### config.mk
export PLATFORM = sky130hd
export DESIGN_NAME = multiplier_unit
export DESIGN_NICKNAME = d
export VERILOG_FILES = /design/src/rtl/alu_pkg.sv /design/src/rtl/ripple_adder.sv /design/src/rtl/multiplier_unit.sv
export SDC_FILE = /design/constraint.sdc
export NUM_CORES = 1
export LEC_CHECK = 0
export ABC_AREA = 1
export ABC_CLOCK_PERIOD_IN_PS = 2800
export CAP_MARGIN = 20
export CORE_AREA = 2 2 43 65
export DETAILED_ROUTE_END_ITERATION = 7
export DIE_AREA = 0 0 45 67
export PLACE_DENSITY = 0.75
export SLEW_MARGIN = 20
export SYNTH_ARGS = -nofsm -noshare
export SYNTH_HDL_FRONTEND = slang
export SYNTH_SLANG_ARGS = --single-unit
### constraint.sdc
create_clock -name clk -period 2.8 [get_ports clk]
set_input_delay 0.56 -clock clk [delete_from_list [all_inputs] [get_ports clk]]
set_output_delay 0.56 -clock clk [all_outputs]
set_load 0.02 [all_outputs]
### src/rtl/alu_pkg.sv
// Shared ALU definitions: multiplier sequencer states and the default operand width.
package alu_pkg;

  typedef enum logic [1:0] {
    ST_IDLE = 2'd0,
    ST_RUN  = 2'd1,
    ST_DONE = 2'd2
  } mult_state_e;

  localparam int MULT_SIZE_DEFAULT = 4;

endpackage

### src/rtl/ripple_adder.sv
// Parameterised ripple-carry adder; the carry-out becomes bit WIDTH of the sum.
module ripple_adder #(
  parameter int WIDTH = 4
) (
  input  logic [WIDTH-1:0] a,
  input  logic [WIDTH-1:0] b,
  output logic [WIDTH-1:0] sum,
  output logic             cout
);

  logic [WIDTH:0] carry;

  assign carry[0] = 1'b0;

  for (genvar gi = 0; gi < WIDTH; gi++) begin : g_fa
    assign sum[gi]      = a[gi] ^ b[gi] ^ carry[gi];
    assign carry[gi+1]  = (a[gi] & b[gi]) | (carry[gi] & (a[gi] ^ b[gi]));
  end

  assign cout = carry[WIDTH];

endmodule

### src/rtl/multiplier_unit.sv
// Sequential unsigned shift-and-add multiplier: one partial product per clock,
// full 2*SIZE-bit product plus an overflow flag for results wider than SIZE bits.
module multiplier_unit
  import alu_pkg::*;
#(
  parameter int SIZE = MULT_SIZE_DEFAULT
) (
  input  logic              clk,
  input  logic              rst_n,
  input  logic              start,
  input  logic [SIZE-1:0]   a,
  input  logic [SIZE-1:0]   b,
  output logic              busy,
  output logic              done,
  output logic              over,
  output logic [2*SIZE-1:0] c
);

  localparam int CNT_W = $clog2(SIZE + 1);

  mult_state_e state_q, state_d;

  // The 2*SIZE accumulator is {acc_q, mplier_q}: product bits shift into the
  // multiplier register as its consumed LSBs shift out.
  logic [SIZE-1:0]   mcand_q, mcand_d;
  logic [SIZE-1:0]   mplier_q, mplier_d;
  logic [SIZE-1:0]   acc_q, acc_d;
  logic [CNT_W-1:0]  cnt_q, cnt_d;
  logic [2*SIZE-1:0] c_q, c_d;
  logic              over_q, over_d;

  logic [SIZE-1:0]   addend;
  logic [SIZE-1:0]   sum;
  logic              carry;
  logic              last_iter;
  logic              accept;

  assign addend    = mplier_q[0] ? mcand_q : '0;
  assign last_iter = (cnt_q == CNT_W'(SIZE - 1));
  assign accept    = start && ((state_q == ST_IDLE) || (state_q == ST_DONE));

  ripple_adder #(.WIDTH(SIZE)) u_adder (
    .a    (acc_q),
    .b    (addend),
    .sum  (sum),
    .cout (carry)
  );

  always_ff @(posedge clk or negedge rst_n) begin
    if (!rst_n) begin
      state_q  <= ST_IDLE;
      mcand_q  <= '0;
      mplier_q <= '0;
      acc_q    <= '0;
      cnt_q    <= '0;
      c_q      <= '0;
      over_q   <= 1'b0;
    end else begin
      state_q  <= state_d;
      mcand_q  <= mcand_d;
      mplier_q <= mplier_d;
      acc_q    <= acc_d;
      cnt_q    <= cnt_d;
      c_q      <= c_d;
      over_q   <= over_d;
    end
  end

  always_comb begin
    state_d = state_q;
    case (state_q)
      ST_IDLE: if (start) state_d = ST_RUN;
      ST_RUN:  if (last_iter) state_d = ST_DONE;
      ST_DONE: state_d = start ? ST_RUN : ST_IDLE;
      default: state_d = ST_IDLE;
    endcase
  end

  // Result registers load on the final iteration so c/over are valid while done is high.
  always_comb begin
    mcand_d  = mcand_q;
    mplier_d = mplier_q;
    acc_d    = acc_q;
    cnt_d    = cnt_q;
    c_d      = c_q;
    over_d   = over_q;
    if (accept) begin
      mcand_d  = a;
      mplier_d = b;
      acc_d    = '0;
      cnt_d    = '0;
    end else if (state_q == ST_RUN) begin
      acc_d    = {carry, sum[SIZE-1:1]};
      mplier_d = {sum[0], mplier_q[SIZE-1:1]};
      cnt_d    = cnt_q + CNT_W'(1);
      if (last_iter) begin
        c_d    = {carry, sum, mplier_q[SIZE-1:1]};
        over_d = |{carry, sum[SIZE-1:1]};
      end
    end
  end

  always_comb begin
    busy = (state_q == ST_RUN);
    done = (state_q == ST_DONE);
  end

  assign c    = c_q;
  assign over = over_q;

endmodule

==> flow_summary.yaml, run 1 <==
layout:
  fin_cells: 184
  layout.nets: 178
  drive_gt1_share_pct: 7.50
  antenna_cells: 0
  syn_to_final_growth_pct: 22.7
drt:
  ant_nets: 0
  wl_microns: 2270
  avgRoutedWirePerCell_microns: 12.3
  num_vias: 940
  first_iter_violations: 11
  drc: 0
  first_pass_iters: 4
  avgViaCountPerCell: 5.11
synth:
  syn_nets: 153
  synth-seq-cells: 26
  syn_avg_cell_area_sq_um: 9.00
  synth.cell_area_sq_um: 1220
  synth_cells: 136
  ys_types: 14
  seq_area_frac_synth_pct: 53.2
  yosysWarnings: 0
setup_path:
  end_kind: "primary output"
  worstPathRequired_ns: 2.24
  r2r_cells: 10
  start_kind: "flip-flop"
  crit_fanout: 10
  arrival_ns: 1.76
  crit_family: "buffers and inverters"
  path_class: "flip-flop to primary output"
  slowest_stage: "clkdlybuf4s50_1"
  crit_path_cell_trace: "inv_2 > nor2_8 > clkdlybuf4s50_1"
  cp.depth: 3
  max_stage_delay_ns: 0.63
  worstPathBufferInverterCount: 2
pwr:
  clockPowerShare_pct: 15.7
  pwr-share-seq_pct: 38.3
  p_leak_uw: 0.000793
  p_comb_share_pct: 46.0
  swShare_pct: 41.2
  power_density_nw_per_um2: 1130
  ir_worst_vdd_uv: 588
  p_int_uw: 1000
  p_switching_uw: 700
clocking:
  clock_latency_ns: 0.34
  cts_num_sinks: 26
  clk_pin_slew_ns: 0.14
  cts_max_path_buffers: 2
  htree_levels: 1
  cts_tree: "done"
  holdBufCountCts: 0
  ctsRootBufferMaster: "clkbuf_4"
  cts-resized-gates: 0
  cts_made_buffers: 3
  postCtsSetupBuffers: 0
global_route:
  grt_pass1_wl_microns: 3820
  antenna_found_initial: 0
  grt_pass1_vias: 949
  globalRouteOverflowTotal: 0
  grt_start_max_net_pins: 27
  grtUsageTotal_pct: 17.5
die:
  die_h_microns: 67
  ioPinCount: 22
  core_sq_um: 2420
  num_rows: 22
  initial_core_util_pct: 50.5
  die_area_sq_um: 3020
  die_width_microns: 45
place:
  place_inst: 180
  dp_hpwl_microns: 1650
  port-buffer-count: 21
  gp_congestion: 0.776
timing:
  final.setup.tns_ns: 0
  fin_crit_ns: 2.32
  hold_viol_final: 0
  max_freq_mhz: 432
  fin_crit_sh_pct: 82.7
  slew_violations: 0
  slew_headroom_pct: 65.0
  tightestPinTransition_ns: 0.522
  hold_slack_ns: 0.490
  fin_skew_ns: 0.0107
  setup_viol: 0
  rsz0062_at_grt: "false"
hold_path:
  worstHoldPathCells: 2
  hold_path_class: "flip-flop to flip-flop"
flow_run:
  drv_cap: 0
run_status:
  outcome: "complete, no violations"
## synth_stat cells
library cell | number | area, sq um
ha_1 | 3 | 37.5
o21ai_0 | 4 | 20.0
inv_2 | 2 | 7.51
inv_1 | 11 | 41.3
nor2_8 | 1 | 20.0
nand2_1 | 61 | 229
nand3_1 | 14 | 70.1
dfrtp_1 | 26 | 651
buf_6 | 2 | 22.5
nand2_4 | 3 | 33.8
nor2_1 | 4 | 15.0
fa_1 | 3 | 60.1
a21oi_1 | 1 | 5.00
nor2_4 | 1 | 11.3
## metrics by stage
step	power (uW)	utilization (%)	setup WS, ns	cell area (sq um)
floorplan	1190	-	0.668	1220
global placement	1410	59.8	0.631	1450
detailed placement	1450	59.8	0.550	1450
CTS	1720	62.0	0.474	1500
global route	1830	62.0	0.407	1500
finish	1700	62.0	0.483	1500
## sequential cells by signal (all words and copies together) (netlist names)
name and flops:
c 8, acc_q 4, over 1, mplier_q 4, state_q 2, mcand_q 4
cnt_q 3
## routing by layer
metal  GRT usage [%]  routed length (microns)  vias up
met1            18.8                      928      450
met4            8.46                       47        0
met2            32.3                     1220       20
met3            1.90                       69        5
li1                -                        -      465
met5               0                        0        -
## final timing paths
path | startpoint | endpoint | slack (ns)
setup / recovery | state_q[0] | busy | 0.48
hold / removal | c[2] | c[2] | 0.49
setup reg to reg | mplier_q[0] | over | 0.50
hold reg to reg | c[2] | c[2] | 0.49
max in group asynchronous | rst_n | cnt_q[2] | 1.99
min in group asynchronous | rst_n | c[7] | 0.56
## cells by family (layout without fill, tap and decap cells)
group	Yosys count	in the layout	share of synthesized area [%]
AND/OR/NAND/NOR	84	84	31.0
flip-flops	26	26	53.2
buffers and inverters	15	39	5.83
adder cells (fa/ha/maj)	6	6	7.98
AO/OA/AOI/OAI	5	5	2.04
## power by group through the flow
stage / combinational (uW) / clock (uW) / sequential (uW)
after global routing: 876 / 279 / 671
after detailed placement: 787 / 0 / 662
after global placement: 759 / 0 / 652
after CTS: 794 / 267 / 654
after floorplan: 490 / 0 / 705
final: 783 / 267 / 653
## cell type report
| cell class | instances | area, sq um |
|---|---|---|
| multi-input cells | 95 | 502 |
| inverters | 13 | 48.8 |
| clock buffers | 3 | 22.5 |
| flip-flops and latches | 26 | 651 |
| clock inverters | 1 | 30.0 |
| well taps | 24 | 30.0 |
| repair buffers | 22 | 218 |
| fillers | 224 | 921 |
## worst reg2reg max path, cell delays in order, from the launching register on
cell and delay (ns):
dfrtp_1 0.45, nand2_1 0.08, inv_1 0.05, ha_1 0.18, fa_1 0.38, fa_1 0.37
inv_1 0.08, fa_1 0.45, nand3_1 0.12, nand2_1 0.06, nand2_1 0.05
## layout by cell type (no fill, tap or decap), drive strengths merged
cell type,count
bufinv,1
inv,13
a21oi,1
nor2,6
o21ai,4
clkdlybuf4s50,21
nand2,64
clkbuf,3
ha,3
nand3,14
dfrtp,26
buf,1
fa,3
No activity file was read; power rests on OpenSTA's default activity.
==> run 2: changes to the inputs <==
Settings changed: ABC_CLOCK_PERIOD_IN_PS 2800 to 2050, CORE_AREA 2 2 43 65 to 2 2 46 69, DIE_AREA 0 0 45 67 to 0 0 48 71, PLACE_DENSITY 0.75 to 0.7.
Clock period 2.8 ns to 2.05 ns, I/O delays scaled along.
==> run 2 against run 1 <==
  * The flow now finishes with violations (negative setup slack)
  * Total power rose by 38%
  * Critical path depth rose by 7
  * Utilization fell by 7.5 points
  * Combinational power rose by 44%
  * Sequential power rose by 36%
  * Critical path type is now flip-flop to flip-flop
  * Critical endpoint is now over
  * Register-to-register slack got worse by 0.54 ns
  * Setup slack got worse by 0.52 ns
  * Highest routed layer unchanged
  * Via count fell by 1.1%
  * Clock skew fell by 0.0078 ns
  * Global-route usage fell by 1.5 points
  * Die area rose by 13%
==> flow_summary.yaml, run 2 (synthesis results as in run 1) <==
setup_path:
  arrival_ns: 2.30
  r2r_cells: 10
  start_kind: "flip-flop"
  path_class: "flip-flop to flip-flop"
  end_kind: "flip-flop"
  crit_fanout: 4
  worstPathRequired_ns: 2.26
clocking:
  htree_levels: 1
  clk_pin_slew_ns: 0.09
  ctsRootBufferMaster: "clkbuf_8"
  cts_num_sinks: 26
  cts_made_buffers: 3
  postCtsSetupBuffers: 0
  cts_tree: "done"
  cts_max_path_buffers: 2
  clock_latency_ns: 0.27
place:
  dp_slack_ns: -0.0665
  port-buffer-count: 21
  gp_congestion: 0.755
  dp_hpwl_microns: 1750
  place_area_sq_um: 1500
  place_inst: 198
hold_path:
  worstHoldPathCells: 2
  hold_path_class: "flip-flop to flip-flop"
layout:
  layout.nets: 181
  drive_gt1_share_pct: 12.3
  stdcell_area_sq_um: 1560
  largest_reg_flops: 8
  mostFrequentLayoutCell: "nand2_1"
  most-common-layout-cells: "nand2_1, dfrtp_1, clkdlybuf4s50_1"
  fin_cells: 202
  syn_to_final_growth_pct: 27.1
  antenna_cells: 0
  fillers: 274
timing:
  fin_crit_sh_pct: 102
  rsz0062_at_grt: "true"
  fin_crit_ns: 2.09
  tightestPinTransition_ns: 0.326
  hold_viol_final: 0
  max_freq_mhz: 479
  fin_skew_ns: 0.00291
  slew_headroom_pct: 78.2
  slew_violations: 0
  setup_viol: 3
  worst_slack_ns: -0.0357
pwr:
  fin_total_pwr_uw: 2340
  power_density_nw_per_um2: 1510
  ir_worst_vdd_uv: 666
  p_leak_uw: 0.000803
die:
  initial_core_util_pct: 42.9
  die_width_microns: 48
  num_rows: 24
  ioPinCount: 22
  die_area_sq_um: 3410
  die_h_microns: 71
  core_sq_um: 2850
run_status:
  outcome: "finished, violations left"
  violations: "negative setup slack"
global_route:
  grt_start_max_net_pins: 27
  grtUsageTotal_pct: 16.0
  grt_pass1_wl_microns: 3970
  grt_pass1_vias: 927
  antenna_found_initial: 0
  globalRouteOverflowTotal: 0
drt:
  num_vias: 930
  ant_nets: 0
  drc: 0
  first_iter_violations: 22
  wl_microns: 2270
  first_pass_iters: 4
  avgViaCountPerCell: 4.60
  avgRoutedWirePerCell_microns: 11.3
flow_run:
  drv_cap: 0
-- run 2: cell types whose count changed in the layout (fill, tap and decap cells not counted), sizes merged --
cell | before | now
bufinv | 1 | 0
buf | 1 | 4
clkbuf | 3 | 4
-- run 2: stage by stage --
step | hold WS (ns) | util [%] | TNS (ns)
CTS | 0.488 | 54.4 | -0.152
floorplan | 0.114 | - | -0.00977
detailed placement | 0.458 | 52.5 | -0.167
finish | 0.482 | 54.5 | -0.0820
global route | 0.515 | 54.5 | -0.473
global placement | 0.454 | 52.5 | 0
-- run 2: worst max-delay path, cell delays in order (launching register included) --
cell and delay [ns]:
dfrtp_1 0.39, buf_4 0.15, nand2_1 0.05, inv_1 0.05, fa_2 0.35, fa_2 0.34
inv_2 0.07, fa_2 0.45, nand3_1 0.08, nand2_1 0.05, nand2_1 0.05
-- run 2: what timing repair did --
action                     4_1_cts  5_1_grt
gates cloned                     0        0
hold buffers                     0        0
resized for setup                1        1
pin swaps                        3        3
setup endpoints to repair        3        4
-- run 2: cell type report --
class                      count  area, sq um  share of cell area [%]
clock buffer                   4         55.1                    3.54
inverter                      13         48.8                    3.14
multi-input combinational     95          512                    32.9
sequential                    26          651                    41.8
tap                           39         48.8                    3.14
timing repair buffer          25          240                    15.4
-- run 2: final timing paths --
kind / startpoint / endpoint / slack, ns
worst max-delay path: mplier_q[0] / over / -0.04
worst min-delay path: c[5] / c[5] / 0.48
worst max register to register: mplier_q[0] / over / -0.04
worst min register to register: c[5] / c[5] / 0.48
max in group asynchronous: rst_n / acc_q[1] / 1.30
min in group asynchronous: rst_n / c[2] / 0.50
-- run 2: power by group --
part           leakage [uW]  internal, uW  switching [uW]  total [uW]
registers          0.000328           734             152         886
clock network     0.0000288           172             160         331
logic              0.000447           483             643        1130
total              0.000803          1390             955        2340
-- run 2: per-layer routing --
metal	vias to the layer above	share of wire [%]	GRT usage (%)
li1	471	-	-
met1	433	42	19.1
met2	22	53	26.5
met3	4	2.9	2.30
met4	0	2.6	8.11
met5	-	0	0
